--- config.mk ---
export PLATFORM = sky130hd
export DESIGN_NAME = beta_mem_arbiter
export DESIGN_NICKNAME = d
export VERILOG_FILES = /design/src/rtl/beta_mem_pkg.sv /design/src/rtl/beta_mem_arbiter.sv
export SDC_FILE = /design/constraint.sdc
export NUM_CORES = 1
export LEC_CHECK = 0
export CORE_ASPECT_RATIO = 0.8
export CORE_UTILIZATION = 39
export DETAILED_ROUTE_END_ITERATION = 16
export PLACE_DENSITY = 0.93
export SYNTH_ARGS = -nofsm -noshare
export SYNTH_HDL_FRONTEND = slang
export SYNTH_SLANG_ARGS = --single-unit
--- constraint.sdc ---
create_clock -name clk -period 2.07 [get_ports clk]
set_input_delay 0.207 -clock clk [delete_from_list [all_inputs] [get_ports clk]]
set_output_delay 0.207 -clock clk [all_outputs]
set_load 0.02 [all_outputs]
--- src/rtl/beta_mem_pkg.sv ---
// Shared encodings for the Beta core instruction/data memory arbiter.
package beta_mem_pkg;

   typedef enum logic [1:0] {
      IDLE   = 2'd0,
      ACCESS = 2'd1,
      RESP   = 2'd2
   } arb_state_e;

   typedef enum logic {
      GNT_FETCH = 1'b0,
      GNT_DATA  = 1'b1
   } grant_e;

   localparam int DEFAULT_TIMEOUT_CYCLES = 255;

   // Ack-wait counter width: wide enough to reach the limit, never below 8 bits.
   function automatic int timeout_cnt_w(input int limit);
      return ($clog2(limit + 1) > 8) ? $clog2(limit + 1) : 8;
   endfunction

endpackage

--- src/rtl/beta_mem_arbiter.sv ---
// Arbitrates the Beta fetch and data ports onto one single-port word memory.
// Optional ack-wait timeout with bus_err pulse is enabled by defining ARB_TIMEOUT_EN.
module beta_mem_arbiter
   import beta_mem_pkg::*;
#(
   parameter int ADDR_W         = 16,
   parameter int TIMEOUT_CYCLES = DEFAULT_TIMEOUT_CYCLES
) (
   input  logic              clk,
   input  logic              RESET_N,
   input  logic              i_req,
   input  logic [31:0]       i_adr,
   output logic [31:0]       i_rdata,
   output logic              i_ready,
   input  logic              d_req,
   input  logic              d_we,
   input  logic [31:0]       d_adr,
   input  logic [31:0]       d_wdata,
   output logic [31:0]       d_rdata,
   output logic              d_ready,
   output logic              mem_req,
   output logic              mem_we,
   output logic [ADDR_W-1:0] mem_adr,
   output logic [31:0]       mem_wdata,
   input  logic [31:0]       mem_rdata,
   input  logic              mem_ack,
   output logic              bus_err
);

   arb_state_e        state_q, state_d;
   grant_e            last_q, last_d;
   grant_e            gnt_q, gnt_d;
   grant_e            win;
   logic              we_q, we_d;
   logic [ADDR_W-1:0] adr_q, adr_d;
   logic [31:0]       wdata_q, wdata_d;
   logic [31:0]       i_rdata_q, i_rdata_d;
   logic [31:0]       d_rdata_q, d_rdata_d;
   logic [31:0]       resp_data;
   logic              timeout_hit;

   // Byte-address bits outside the word-address window are dropped by design.
   logic unused_adr_bits;
   assign unused_adr_bits = ^{i_adr[1:0], i_adr[31:ADDR_W+2], d_adr[1:0], d_adr[31:ADDR_W+2]};

`ifdef ARB_TIMEOUT_EN
   localparam int CNT_W = timeout_cnt_w(TIMEOUT_CYCLES);

   logic [CNT_W-1:0] cnt_q, cnt_d;
   logic             err_q, err_d;

   assign timeout_hit = !mem_ack && (cnt_q == CNT_W'(TIMEOUT_CYCLES - 1));

   always_ff @(posedge clk or negedge RESET_N) begin
      if (!RESET_N) begin
         cnt_q <= '0;
         err_q <= 1'b0;
      end else begin
         cnt_q <= cnt_d;
         err_q <= err_d;
      end
   end
`else
   logic unused_timeout;
   assign unused_timeout = (TIMEOUT_CYCLES > 0);
   assign timeout_hit    = 1'b0;
`endif

   // Both pending: serve the port that did not win last time.
   always_comb begin
      if (i_req && d_req) win = (last_q == GNT_FETCH) ? GNT_DATA : GNT_FETCH;
      else if (d_req)     win = GNT_DATA;
      else                win = GNT_FETCH;
   end

   // NOTE: the data-path registers are small flops, not RAM, so they take the
   // async reset too; that is what makes every output read 0 during reset.
   always_ff @(posedge clk or negedge RESET_N) begin
      if (!RESET_N) begin
         state_q   <= IDLE;
         last_q    <= GNT_FETCH;
         gnt_q     <= GNT_FETCH;
         we_q      <= 1'b0;
         adr_q     <= '0;
         wdata_q   <= '0;
         i_rdata_q <= '0;
         d_rdata_q <= '0;
      end else begin
         // NOTE: non-blocking so every flop samples the pre-edge value of the others.
         state_q   <= state_d;
         last_q    <= last_d;
         gnt_q     <= gnt_d;
         we_q      <= we_d;
         adr_q     <= adr_d;
         wdata_q   <= wdata_d;
         i_rdata_q <= i_rdata_d;
         d_rdata_q <= d_rdata_d;
      end
   end

   assign resp_data = mem_ack ? mem_rdata : 32'h0;

   always_comb begin
      // NOTE: hold-value defaults first, so no path through this block infers a latch.
      state_d   = state_q;
      last_d    = last_q;
      gnt_d     = gnt_q;
      we_d      = we_q;
      adr_d     = adr_q;
      wdata_d   = wdata_q;
      i_rdata_d = i_rdata_q;
      d_rdata_d = d_rdata_q;
`ifdef ARB_TIMEOUT_EN
      cnt_d     = cnt_q;
      err_d     = err_q;
`endif
      case (state_q)
         IDLE: begin
            if (i_req || d_req) begin
               gnt_d   = win;
               last_d  = win;
               state_d = ACCESS;
`ifdef ARB_TIMEOUT_EN
               cnt_d   = '0;
               err_d   = 1'b0;
`endif
               if (win == GNT_DATA) begin
                  we_d    = d_we;
                  adr_d   = d_adr[ADDR_W+1:2];
                  wdata_d = d_wdata;
               end else begin
                  we_d    = 1'b0;
                  adr_d   = i_adr[ADDR_W+1:2];
                  wdata_d = 32'h0;
               end
            end
         end
         ACCESS: begin
            if (mem_ack || timeout_hit) begin
               state_d = RESP;
               if (gnt_q == GNT_DATA) d_rdata_d = resp_data;
               else                   i_rdata_d = resp_data;
`ifdef ARB_TIMEOUT_EN
               err_d = timeout_hit;
            end else begin
               cnt_d = cnt_q + 1'b1;
`endif
            end
         end
         RESP:    state_d = IDLE;
         default: state_d = IDLE;
      endcase
   end

   always_comb begin
      mem_req = (state_q == ACCESS);
      i_ready = (state_q == RESP) && (gnt_q == GNT_FETCH);
      d_ready = (state_q == RESP) && (gnt_q == GNT_DATA);
`ifdef ARB_TIMEOUT_EN
      bus_err = (state_q == RESP) && err_q;
`else
      bus_err = 1'b0;
`endif
   end

   assign mem_we    = we_q;
   assign mem_adr   = adr_q;
   assign mem_wdata = wdata_q;
   assign i_rdata   = i_rdata_q;
   assign d_rdata   = d_rdata_q;

endmodule

**Word level (Yosys, flattened, before mapping)**

Cells that the tools add are included.

- Word-level logic and storage cells: 30
- Output and inout bits: 117
- Input port bits: 134
- Flip-flop bits (word level): 116

- Muxes and demuxes: 9
- Reduce and logical (&&, ||, !) cells: 9
- Equal/unequal tests: 4
- Bitwise gates (word level): 1

Operator list:

| cell | count |
|---|---|
| $mux W32 | 1 |
| $mux W16 | 1 |
| $reduce_and A3 Y1 | 2 |
| $mux W1 | 4 |
| $mux W2 | 2 |
| $pmux W2 S2 | 1 |
| $reduce_and A2 Y1 | 2 |
| $logic_and A1 B1 Y1 | 3 |
| $eq A2 B1 Y1 const B | 1 |
| $eq A2 B2 Y1 const B | 1 |
| $logic_not A2 Y1 | 1 |
| $ne A2 B1 Y1 const B | 1 |
| $ne A2 B2 Y1 const B | 1 |
| $logic_or A1 B1 Y1 | 1 |
| $not A1 Y1 | 1 |

**Logic depth before layout (Yosys ltp)**

- Word-level depth: 3
- Gate-level depth with buffers: 5
- Gate-level depth less buffers: 3

**Worst setup path after synthesis**

OpenSTA, ideal clock, no wires.

- Kind: reg2reg
- Start: register state_q[1]
- End: register i_rdata_q[1], in the netlist i_rdata[1]
- Data arrival time: 1377 ps
- Library setup time: 125 ps
- Cell stages (with the launch flop): 6
- Required time: 1945 ps
- Slack: 568 ps
- Period minus slack after synthesis: 1502 ps
- Path through: dfrtp_1 and3b_1 nor2b_1 buf_2 buf_6 mux2_2

- Word-level cells in the longest chain between the ends: 2

RTL lines:

| item | line | source |
|---|---|---|
| start, declared | beta_mem_arbiter.sv:30 | `arb_state_e state_q, state_d;` |
| start signal, assigned | beta_mem_arbiter.sv:90 | `state_q <= state_d;` |
| $eq A2 B1 Y1 | beta_mem_arbiter.sv:117 | `case (state_q)` |
| $reduce_and A3 Y1 (no source line) | n/a |  |
| end signal, assigned | beta_mem_arbiter.sv:96 | `i_rdata_q <= i_rdata_d;` |
| end, declared | beta_mem_arbiter.sv:37 | `logic [31:0] i_rdata_q, i_rdata_d;` |

Every way passes these cells.
A chain may end at the register's enable or synchronous reset.

**Worst setup path after layout**

- Start: register state_q[1]
- End: output port mem_req

- Word-level cells in the longest chain between the ends: 1

RTL lines:

| item | line | source |
|---|---|---|
| $eq A2 B1 Y1 | beta_mem_arbiter.sv:156 | `mem_req = (state_q == ACCESS);` |
| end, declared | beta_mem_arbiter.sv:21 | `output logic mem_req,` |

Every way passes these cells.

==> impl_metrics.tcl <==
set metrics [dict create \
    status "finished clean" \
    first_pass_iters 4 \
    grt_max_degree 117 \
    cp_max_fo 6 \
    fin_nets 639 \
    post_drt_via_cell_ratio 4.85 \
    slowest_delay_ps 620 \
    crit_path_cell_trace "nand2b_1 -> inv_1 -> clkdlybuf4s50_1" \
    cts_buffers 17 \
    hp-start "d_wdata[22]" \
    timing.rr.start "state_q[1]" \
    cp-end-kind "output port" \
    min_path_type "in2reg" \
    cts-root-buf "clkbuf_16" \
    floorplan.io_pins 251 \
    drtIter0Drc 103 \
    syn-num-nets 411 \
    placeableCoreArea_mm2 0.0110 \
    die_x_um 122 \
    cts_sinks 116 \
    drcViolationCount 0 \
    dpl.cell_count 629 \
    r2r_end "i_rdata[5]" \
    diodes 0 \
    crit_slowest_cell "clkdlybuf4s50_1" \
    p_leak_nw 3.19 \
    wl_per_cell_um 17.2 \
    gp_congestion 0.725 \
    ant_nets 0 \
    cts_buffer_depth 2 \
    worst_pin_slew_ps 617 \
    period_share 0.924 \
    port_buffers 217 \
    h-tree-depth 4 \
    dpl.hpwl_um 8040 \
    cts_setup_buffers 0 \
    antenna_found_initial 0 \
    netlist_area_mm2 0.00448 \
    final_layout_size_suffix_gt1_frac 0.250 \
    relSlewSlack 0.589 \
    power_density_mw_per_mm2 1750 \
    final_cell_count_no_fill 660 \
    cts_tree "built" \
    fillerInstances 783 \
    reg2reg_setup_slack_ps 430 \
    start_util 0.407 \
    crit_required_ps 1860 \
    ys.warnings.count 0 \
    clock-skew-final_ps 7.09 \
    grt_pass1_wl_um 18100 \
    max_freq_mhz 523 \
    ys_ff_latch 116 \
    grt_pass1_vias 3632 \
    die_h_um 97.9 \
    irDropWorstVdd_mv 0.884 \
    path_buf_inv 2 \
    min_period_ps 1910 \
    wirelength_um 11400 \
    cap_violations 0 \
    endpoint "mem_req" \
    rsz0062_at_grt "false" \
    crit_start "state_q[1]" \
    clkTransAtPathRegs_ps 50 \
    critical_path.top_delay_family "buffers and inverters" \
    setup_viol 0 \
    synth.avg_cell_area_um2 16.2 \
    dieArea_mm2 0.0119 \
    critical_path_depth 3 \
    seq_area_frac_synth 0.648 \
    num_vias 3200 \
    setup_tns_ps 0 \
    cp-start-kind "flop" \
    critPathKind "reg2out" \
    report.final.hold_viol_count 0 \
    grt_overflow 0 \
    synthCells 277 \
    worstRegToRegCells 4 \
    area_growth_pct 66.6 \
    clk_latency_ps 390 \
    netlist-cell-type-count 21 \
    critPathArrivalTime_ps 1710 \
    maxSlewViolCount 0 \
    grt_use_total 0.198 \
    row_count 34 \
]
worst min path at each step:
stage | endpoint | slack [ps] | cells after the start
after detailed placement | mem_adr[7] | 340 | 2
after global placement | mem_adr[7] | 330 | 2
after global routing | mem_wdata[15] | 400 | 2
after floorplan | d_rdata[0] | -90 | 0
after CTS | mem_wdata[22] | 390 | 2
final | mem_wdata[22] | 410 | 2
synthesized netlist by cell type (all sizes together):
cell    number  area (µm²)
nand2b       1        6.26
clkbuf       3        11.3
and3b        2        17.5
nor2b        1        6.26
o21ai        2        10.0
dfrtp      116        2900
inv          1        3.75
mux2        96        1080
conb         1        3.75
a22o        33         289
a21bo        1        10.0
nor2         1        3.75
nor3         1        10.0
nor3b        1        7.51
buf         15         109
a21o         1        7.51
nand2        1        3.75
routing by layer:
layer  share of wire  global-route usage
met5               0                   0
met4          0.0064              0.0579
met3           0.080              0.0742
met2            0.52               0.351
met1            0.40               0.220
placed cells by master (no fill, tap or decap):
| master | n |
|---|---|
| a21bo_1 | 1 |
| a21o_1 | 1 |
| a22o_1 | 33 |
| and3b_1 | 2 |
| buf_12 | 5 |
| buf_4 | 5 |
| bufinv_16 | 3 |
| clkbuf_1 | 1 |
| clkbuf_16 | 17 |
| clkbuf_8 | 2 |
| clkdlybuf4s50_1 | 215 |
| clkinv_2 | 4 |
| clkinvlp_4 | 3 |
| conb_1 | 1 |
| dfrtp_1 | 116 |
| dlygate4sd3_1 | 1 |
| dlymetal6s2s_1 | 1 |
| inv_1 | 1 |
| mux2_1 | 9 |
| mux2_2 | 87 |
| nand2_1 | 1 |
| nand2b_1 | 1 |
| nor2_1 | 1 |
| nor2b_4 | 1 |
| nor3_4 | 1 |
| nor3b_1 | 1 |
| o21ai_0 | 1 |
| o21ai_4 | 1 |
layout make-up:
class / instances / area [µm²] / area share
Tap cell: 144 / 180 / 0.0241
Timing Repair Buffer: 227 / 2310 / 0.310
Clock buffer: 20 / 457 / 0.0611
Multi-Input combinational cell: 142 / 1480 / 0.198
Clock inverter: 10 / 133 / 0.0178
Sequential cell: 116 / 2900 / 0.389
Inverter: 1 / 3.75 / 0.000503
per-stage QoR:
step                worst slack, ps  power, W  area, µm²  hold slack, ps  utilization
floorplan                       568   0.00708       4480           -88.6            -
global placement                204   0.00998       6870             327        0.623
detailed placement              164    0.0102       6870             345        0.623
CTS                            63.9    0.0132       7470             389        0.678
global route                   53.4    0.0137       7470             401        0.678
finish                          158    0.0130       7470             407        0.678
sequential cells by signal, indices dropped and copies added (netlist names):
name,count
i_rdata,32
state_q,2
gnt_q,1
mem_adr,16
mem_wdata,32
d_rdata,32
mem_we,1
cells by family after synthesis:
| group | Yosys count | share of synthesized area |
|---|---|---|
| simple gates | 8 | 0.0123 |
| other cells | 1 | 0.000836 |
| compound gates | 37 | 0.0706 |
| mux | 96 | 0.241 |
| buf+inv | 19 | 0.0276 |
| flops | 116 | 0.648 |
worst register-to-register path, stage by stage, from the launching register on:
cell,delay (ps)
dfrtp_1,440
and3b_1,300
nor2b_4,200
buf_4,230
mux2_1,350
report_power, final:
part           switching (W)  internal (W)
clock               0.000966       0.00193
sequential          0.000663       0.00343
combinational        0.00279       0.00326
total                0.00442       0.00862
what timing repair did:
item	4_1_cts	5_1_grt
hold buffers	1	0
endpoints found under the hold margin	116	0
setup endpoints to repair	0	1
gates resized for setup	0	1
(Power assumes the default switching activity.)
